--- src/rtl/cpu_pkg.sv ---
// Shared CPU datapath constants: address/data widths of the data memory
// and the default store-buffer depth.
package cpu_pkg;
  localparam int ADDR_W   = 8;
  localparam int DATA_W   = 8;
  localparam int SB_DEPTH = 4;
endpackage

--- src/rtl/sb_match.sv ---
// Youngest-match search over the store buffer entries: walks from head
// (oldest) towards tail so the last valid match found is the youngest.
import cpu_pkg::*;

module sb_match #(
  parameter  int DEPTH = SB_DEPTH,
  parameter  int AW    = ADDR_W,
  parameter  int DW    = DATA_W,
  localparam int PW    = $clog2(DEPTH)
) (
  input  logic [DEPTH-1:0]    valid,
  input  logic [DEPTH*AW-1:0] addrs,
  input  logic [DEPTH*DW-1:0] datas,
  input  logic [PW-1:0]       head,
  input  logic [AW-1:0]       key,
  output logic                hit,
  output logic [DW-1:0]       data
);

  logic [PW-1:0] idx;

  always_comb begin
    hit  = 1'b0;
    data = '0;
    idx  = '0;
    for (int k = 0; k < DEPTH; k++) begin
      idx = head + PW'(k);
      if (valid[idx] && (addrs[int'(idx)*AW +: AW] == key)) begin
        hit  = 1'b1;
        data = datas[int'(idx)*DW +: DW];
      end
    end
  end

endmodule

--- src/rtl/store_buffer.sv ---
// Posted-write buffer in front of the single-port data memory: queues stores,
// drains them when the port is idle and forwards buffered data to loads.
import cpu_pkg::*;

module store_buffer #(
  parameter  int DEPTH = SB_DEPTH,
  parameter  int AW    = ADDR_W,
  parameter  int DW    = DATA_W,
  localparam int PW    = $clog2(DEPTH),
  localparam int CW    = PW + 1
) (
  input  logic                   CLK,
  input  logic                   reset_n,
  input  logic                   MemWrite,
  input  logic                   MemRead,
  input  logic [AW-1:0]          ALUResult,
  input  logic [DW-1:0]          WriteData,
  input  logic                   port_hold,
  input  logic                   fence,
  input  logic [DW-1:0]          MemReadData,
  output logic                   MemWE,
  output logic [AW-1:0]          MemAddr,
  output logic [DW-1:0]          MemWData,
  output logic [DW-1:0]          LoadData,
  output logic                   stall,
  output logic                   empty,
  output logic [$clog2(DEPTH):0] count
);

  logic [DEPTH*AW-1:0] addr_q;
  logic [DEPTH*DW-1:0] data_q;
  logic [DEPTH-1:0]    valid_q;
  logic [PW-1:0]       head_q, tail_q;
  logic [CW-1:0]       count_q;
  logic                full, drain, enq, hit;
  logic [DW-1:0]       hit_data;
  logic [AW-1:0]       head_addr;
  logic [DW-1:0]       head_data;

  sb_match #(.DEPTH(DEPTH), .AW(AW), .DW(DW)) u_match (
    .valid (valid_q),
    .addrs (addr_q),
    .datas (data_q),
    .head  (head_q),
    .key   (ALUResult),
    .hit   (hit),
    .data  (hit_data)
  );

  assign full      = (count_q == CW'(DEPTH));
  assign empty     = (count_q == '0);
  assign count     = count_q;
  assign head_addr = addr_q[int'(head_q)*AW +: AW];
  assign head_data = data_q[int'(head_q)*DW +: DW];

  // Handshake: a request (MemWrite or MemRead) is consumed in any cycle where
  // stall is low; while stall is high upstream must hold the request steady.
  // A store that coincides with a load is dropped in favour of the load.
  assign drain = !empty && !MemRead && !port_hold;
  assign stall = reset_n &&
                 ((MemWrite && !MemRead && full && !drain) ||
                  (MemRead && !hit && port_hold) ||
                  (fence && !empty));
  assign enq   = MemWrite && !MemRead && !stall;

  always_ff @(posedge CLK or negedge reset_n) begin
    if (!reset_n) begin
      addr_q  <= '0;
      data_q  <= '0;
      valid_q <= '0;
      head_q  <= '0;
      tail_q  <= '0;
      count_q <= '0;
    end else begin
      if (drain) begin
        valid_q[head_q] <= 1'b0;
        head_q          <= head_q + PW'(1);
      end
      // Placed after the drain clear so a full-and-drain cycle reusing the
      // head slot leaves the new entry valid.
      if (enq) begin
        valid_q[tail_q]                  <= 1'b1;
        addr_q[int'(tail_q)*AW +: AW]    <= ALUResult;
        data_q[int'(tail_q)*DW +: DW]    <= WriteData;
        tail_q                           <= tail_q + PW'(1);
      end
      count_q <= count_q + CW'(enq) - CW'(drain);
    end
  end

  always_comb begin
    MemWE    = drain;
    MemAddr  = drain ? head_addr : ALUResult;
    MemWData = head_data;
    LoadData = hit ? hit_data : MemReadData;
  end

endmodule

--- config.mk ---
export PLATFORM = sky130hd
export DESIGN_NAME = store_buffer
export DESIGN_NICKNAME = d
export VERILOG_FILES = /design/src/rtl/cpu_pkg.sv /design/src/rtl/sb_match.sv /design/src/rtl/store_buffer.sv
export SDC_FILE = /design/constraint.sdc
export NUM_CORES = 1
export LEC_CHECK = 0
export BUFFER_PORTS_ARGS = -buffer_cell sky130_fd_sc_hd__buf_2
export CAP_MARGIN = 20
export CORE_MARGIN = 2
export CORE_UTILIZATION = 37
export DETAILED_ROUTE_END_ITERATION = 16
export GPL_ROUTABILITY_DRIVEN = 0
export PLACE_DENSITY = 0.51
export SYNTH_ARGS = -nofsm -noshare
export SYNTH_HDL_FRONTEND = slang
export SYNTH_SLANG_ARGS = --single-unit
--- constraint.sdc ---
create_clock -name CLK -period 5.1 [get_ports CLK]
set_clock_uncertainty 0.15 [all_clocks]
set_input_delay 0.51 -clock CLK [delete_from_list [all_inputs] [get_ports CLK]]
set_output_delay 0.51 -clock CLK [all_outputs]
set_load 0.05 [all_outputs]
## Yosys cells after proc, flatten, opt, wreduce, memory -nomap -nowiden

Index checks and enable logic that the tools add are counted.

- Flip-flop bits (word level): 75
- Output and inout port bits: 30
- Logic and storage cells: 90

- Add/sub/neg operators: 7
- $lt $le $gt $ge: 7
- Eq/ne operators: 5
- Shift operators: 11
- Multiplexer cells: 26
- Bitwise gates (word level): 3
- Reduce and logical (&&, ||, !) cells: 25

Operator list:

| operator | number |
|---|---|
| indexed part select 32 x 6 -> 8 bit | 8 |
| indexed part select 8 x 33 -> 32 bit | 2 |
| bitwise mux 32 bit | 2 |
| 2-to-1 mux 8 bit | 6 |
| negation 5 -> 33 bit | 1 |
| variable shift 8 x 33 -> 32 bit, first input constant | 1 |
| == test 8 bit | 4 |
| logical AND 1 bit | 16 |
| less-than comparator 2 x 3 -> 1 bit, second input constant | 5 |
| 2-to-1 mux 1 bit | 10 |
| binary-select mux 1 bit (select 2 bit) | 4 |
| 2-to-1 mux 4 bit | 2 |
| logical NOT 1 bit | 6 |
| adder 2 x 1 -> 2 bit, second input constant | 2 |
| adder 2 bit, second input constant | 2 |
| bitwise AND 4 bit | 1 |
| demux 1 bit (select 2 bit) | 2 |
| greater-or-equal comparator 2 x 1 -> 1 bit, second input constant | 2 |
| NOT 4 bit | 1 |
| OR 4 bit | 1 |
| adder 3 x 1 -> 3 bit | 1 |
| == test 3 bit, second input constant | 1 |
| logical NOT 3 bit | 1 |
| subtractor 3 x 1 -> 3 bit | 1 |
| logical OR 1 bit | 2 |

## Logic depth before layout (Yosys ltp)

- Word-level depth: 17
- Depth in mapped cells: 16
- Depth with buffers taken out: 12

## By module

From an unflattened synthesis, not the netlist that was laid out.

- Cell total of the unflattened synthesis: 537
- Area total of the unflattened synthesis: 6244.7 um^2

By module, submodules not included:

| module | times used | cells each | area each (um^2) | seq. area each (um^2) |
|---|---|---|---|---|
| store_buffer | 1 | 252 | 3739.8 | 1876.8 |
| sb_match | 1 | 285 | 2504.9 | 0.0 |

## Worst setup path before layout

OpenSTA, ideal clock, no wires.

- Kind: flip-flop to output port
- Start: reg head_q[1]
- End: out LoadData[0]
- Arrival time: 4.049 ns
- Data required time: 4.440 ns
- Slack: 0.391 ns
- Stages on the path, launching flop included: 15
- Path buffers: 6
- Cells stage by stage: dfrtp_1 buf_4 buf_2 buf_4 inv_1 ha_1 buf_2 buf_4 buf_4 mux4_2 xor2_1 nor3_1 o211a_1 a221oi_1 o21ai_1

- Cells in the longest elaborated chain, start to end: 8
- Elaborated cells between the ends (all ways): 36
- Classes of those cells: 3 x add/sub; 4 x eq/ne; 8 x shift; 17 x mux; 4 x reduce/logical

Ends and longest elaborated chain:

| item | RTL line | text |
|---|---|---|
| start: declaration | store_buffer.sv:33 | `logic [PW-1:0] head_q, tail_q;` |
| start signal: assignment | store_buffer.sv:77 | `head_q <= head_q + PW'(1);` |
| adder 2 x 1 -> 2 bit (tied with other cells) | sb_match.sv:27 | `idx = head + PW'(k);` |
| indexed part select 32 x 6 -> 8 bit (tied with other cells) | sb_match.sv:28 | `if (valid[idx] && (addrs[int'(idx)*AW +: AW] == key)) begin` |
| == test 8 bit (tied with other cells) | sb_match.sv:28 |  |
| logical AND 1 bit (tied with other cells) | sb_match.sv:28 |  |
| 2-to-1 mux 8 bit or 2-to-1 mux 1 bit (tied branches) (3 in series) | sb_match.sv:28 |  |
| 2-to-1 mux 8 bit (*) | store_buffer.sv:95 | `LoadData = hit ? hit_data : MemReadData;` |
| end: declaration | store_buffer.sv:24 | `output logic [DW-1:0] LoadData,` |

Every way passes the cells marked *; elsewhere a longest branch is shown, timed or not. The select of a mux whose other input is x is not followed.

## Worst setup path after layout

- Start: reg head_q[0]
- End: out LoadData[7]

- Elaborated cells between the ends (all ways): 36
- Classes of those cells: 3 x add/sub; 4 x eq/ne; 8 x shift; 17 x mux; 4 x reduce/logical

RTL lines:

| item | RTL line | text |
|---|---|---|
| adder 2 bit (*) | sb_match.sv:27 |  |
| via u_match.idx[0] | sb_match.sv:20 | `logic [PW-1:0] idx;` |
| indexed part select 32 x 6 -> 8 bit or binary-select mux 1 bit (select 2 bit) (tied branches) | sb_match.sv:28 |  |
| == test 8 bit or 2-to-1 mux 1 bit (tied branches) | sb_match.sv:28 |  |
| logical AND 1 bit | sb_match.sv:28 |  |
| 2-to-1 mux 8 bit or 2-to-1 mux 1 bit (tied branches) | sb_match.sv:28 |  |
| 2-to-1 mux 8 bit (*) | store_buffer.sv:95 |  |

The timed path passes the listed nets; every way through them passes the cells marked *. The select of a mux whose other input is x is not followed.

==> impl_metrics.tcl <==
set metrics [dict create \
    outcome "finished clean" \
    grt_max_degree 76 \
    num_vias 4661 \
    combPwrFrac_pct 58.1 \
    yosys.cell_types.count 49 \
    synth_nets 634 \
    tightest_slew_ns 1.08 \
    fin_cells 845 \
    layout_commonest_cell "nand2_1" \
    routedWlPerCell_um 19.4 \
    antenna_left 0 \
    layout_min_cycle_time_ns 4.85 \
    clock_sinks 75 \
    maxCapViolations 0 \
    setup_slack_ns 0.245 \
    drt-initial-drc-count 287 \
    max-slew-margin-rel_pct 28.0 \
    cts.htree.levels 3 \
    ys_ff_latch 75 \
    rr_worst_depth 11 \
    syn_area_sq_um 5890 \
    switching_share_pct 46.2 \
    finalHoldViolations 0 \
    dp_cells 828 \
    start_kind "flop" \
    viasPerCell 5.52 \
    pwr-share-seq_pct 26.7 \
    drv_slew 0 \
    die_w_um 130 \
    start_util_pct 37.5 \
    core-area_sq_um 15700 \
    async_flop_share_pct 100 \
    multi_input_area_sq_um 3750 \
    power_switching_mw 1.86 \
    power_mw 4.03 \
    reg2reg_slack_ns 1.84 \
    hp-class "input port to async pin" \
    dpl-instance-area_sq_um 6350 \
    grtUsageMet2_pct 33.0 \
    syn_to_final_growth_pct 13.1 \
    dp_slack_ns 0.551 \
    dieArea_sq_um 17000 \
    cts_root_buffer "clkbuf_16" \
    cp_max_fo 24 \
    drc 0 \
    tns_ns 0 \
    cts_inserted_buffers 9 \
    dp_hpwl_um 10900 \
    cts_tree "done" \
    rsz0062_at_grt "no" \
    cts_max_path_buffers 2 \
    cts_setup_buffers 0 \
    power.density_nw_per_um2 605 \
    synth_edf_count 0 \
    totalWireLength_um 16400 \
    fillers 1536 \
    cp.arrival_ns 4.19 \
    path_clk_slew_ns 0.06 \
    grt-ovfl-total 0 \
    p_leak_nw 2.75 \
    layout-drive-gt1-share_pct 23.5 \
    gr-usage-met3_pct 3.49 \
    rows 46 \
    first_pass_iters 5 \
    grt_use_met1_pct 27.5 \
    irDropWorstVdd_uv 354 \
    p_int_mw 2.17 \
    yosysWarnings 0 \
    max_freq_mhz 206 \
    n_antenna_cell 0 \
    cp.required_ns 4.44 \
    fin_hold_ws_ns 0.0918 \
    grt-busiest-layer "met2" \
    final_cell_mix "nand2_1 (144), dfrtp_1 (74), o21ai_0 (65)" \
    yosysSeqAreaShare_pct 31.8 \
    setup_violations 0 \
    port_buffers 59 \
    fin_crit_sh_pct 95.2 \
    worstSetupEndpointType "primary output" \
    fin_area_sq_um 6670 \
    ioPinCount 60 \
    postSynthCellCount 589 \
    die_h_um 130 \
    grt_pass1_vias 4414 \
    antenna_found_initial 0 \
    clk_latency_ns 0.34 \
    avgSynthCellArea_sq_um 10.0 \
    seqCellArea_sq_um 1880 \
    ys.flop_type "dfrtp_1" \
    path_class "flop to primary output" \
    final_core_util_pct 42.4 \
    clock_power_share_pct 15.2 \
    grtUsageTotal_pct 20.2 \
    grt_first_pass_wirelength_um 25500 \
    layout.nets 670 \
]
[state kept, by name, indices dropped and copies added, names as in the netlist]
name,count
head_q,2
addr_q,32
count,3
valid_q,4
data_q,32
tail_q,2
[power by group through the flow]
stage	clock, mW	sequential (mW)	combinational (mW)
floorplan	0	1.03	1.86
global placement	0	1.07	2.33
detailed placement	0	1.08	2.36
CTS	0.631	1.07	2.37
global route	0.659	1.12	2.55
finish	0.613	1.08	2.34
[path summary, 6_finish.rpt]
path	startpoint	to
min reg2reg	count[2]$_DFF_PN0_	count[2]$_DFF_PN0_
max	head_q[0]$_DFFE_PN0P_	LoadData[7]
min	reset_n	data_q[13]$_DFFE_PN0P_
max reg2reg	count[1]$_DFF_PN0_	count[2]$_DFF_PN0_
max in group asynchronous	reset_n	data_q[0]$_DFFE_PN0P_
min in group CLK	WriteData[7]	data_q[23]$_DFFE_PN0P_
[cell type report]
cell class,count,share of cell area [%]
Clock inverter,1,0.113
Multi-Input combinational cell,451,56.3
Tap cell,216,4.05
Clock buffer,14,4.11
Sequential cell,75,28.2
Timing Repair Buffer,72,6.29
Inverter,16,0.901
[per-layer routing]
| layer | vias to the layer above | part of all wire, % |
|---|---|---|
| met5 | - | 0 |
| met4 | 0 | 1.9 |
| met3 | 15 | 3.5 |
| met2 | 108 | 50 |
| met1 | 2329 | 45 |
| li1 | 2209 | - |
[cell families (layout without fill, tap and decap cells)]
family	Yosys count	in the layout	share of synthesized area (%)
AOI/OAI and AO/OA	111	111	11.6
and+or+nand+nor	195	195	13.7
xor gates and xnor gates	42	42	6.24
muxes	88	88	28.1
buffers and inverters	63	103	5.14
DFF	75	75	31.8
adders and majority gates	15	15	3.31
[cell usage after synthesis (2+ instances only)]
library cell,number,area share [%]
a21oi_1,6,0.51
buf_1,4,0.25
a32oi_1,2,0.30
buf_2,12,1.0
a22o_1,4,0.59
nor4_1,2,0.21
ha_1,14,3.0
mux2_2,10,1.9
o21ai_1,8,0.68
mux2i_1,21,3.6
nand4_1,2,0.21
o31ai_1,9,1.1
xor2_1,19,2.8
o21ai_0,65,5.5
inv_1,15,0.96
buf_4,7,0.89
mux4_1,13,5.8
nand3_1,15,1.3
nor3_1,8,0.68
nand2_1,144,9.2
nor3b_1,2,0.25
and2_1,2,0.21
a221oi_1,7,1.0
nor2_1,14,0.89
dfrtp_1,75,32
clkbuf_1,21,1.3
mux4_2,44,17
xnor2_1,23,3.4
[timing repair]
action | CTS | global route
gates resized for setup | 0 | 1
hold buffers | 0 | 0
endpoints found under the hold margin | 0 | 0
setup endpoints to repair | 0 | 8
[worst max-delay path: stages (launching register included)]
cell,delay (ns)
dfrtp_4,0.41
clkinv_1,0.21
ha_2,0.82
mux4_1,0.42
xor2_1,0.18
nor4_1,0.27
or4b_1,0.79
o31ai_1,0.23
a221oi_2,0.07
o21ai_1,0.17
buf_2,0.28
Note: power is estimated with default switching activity, not from simulation.
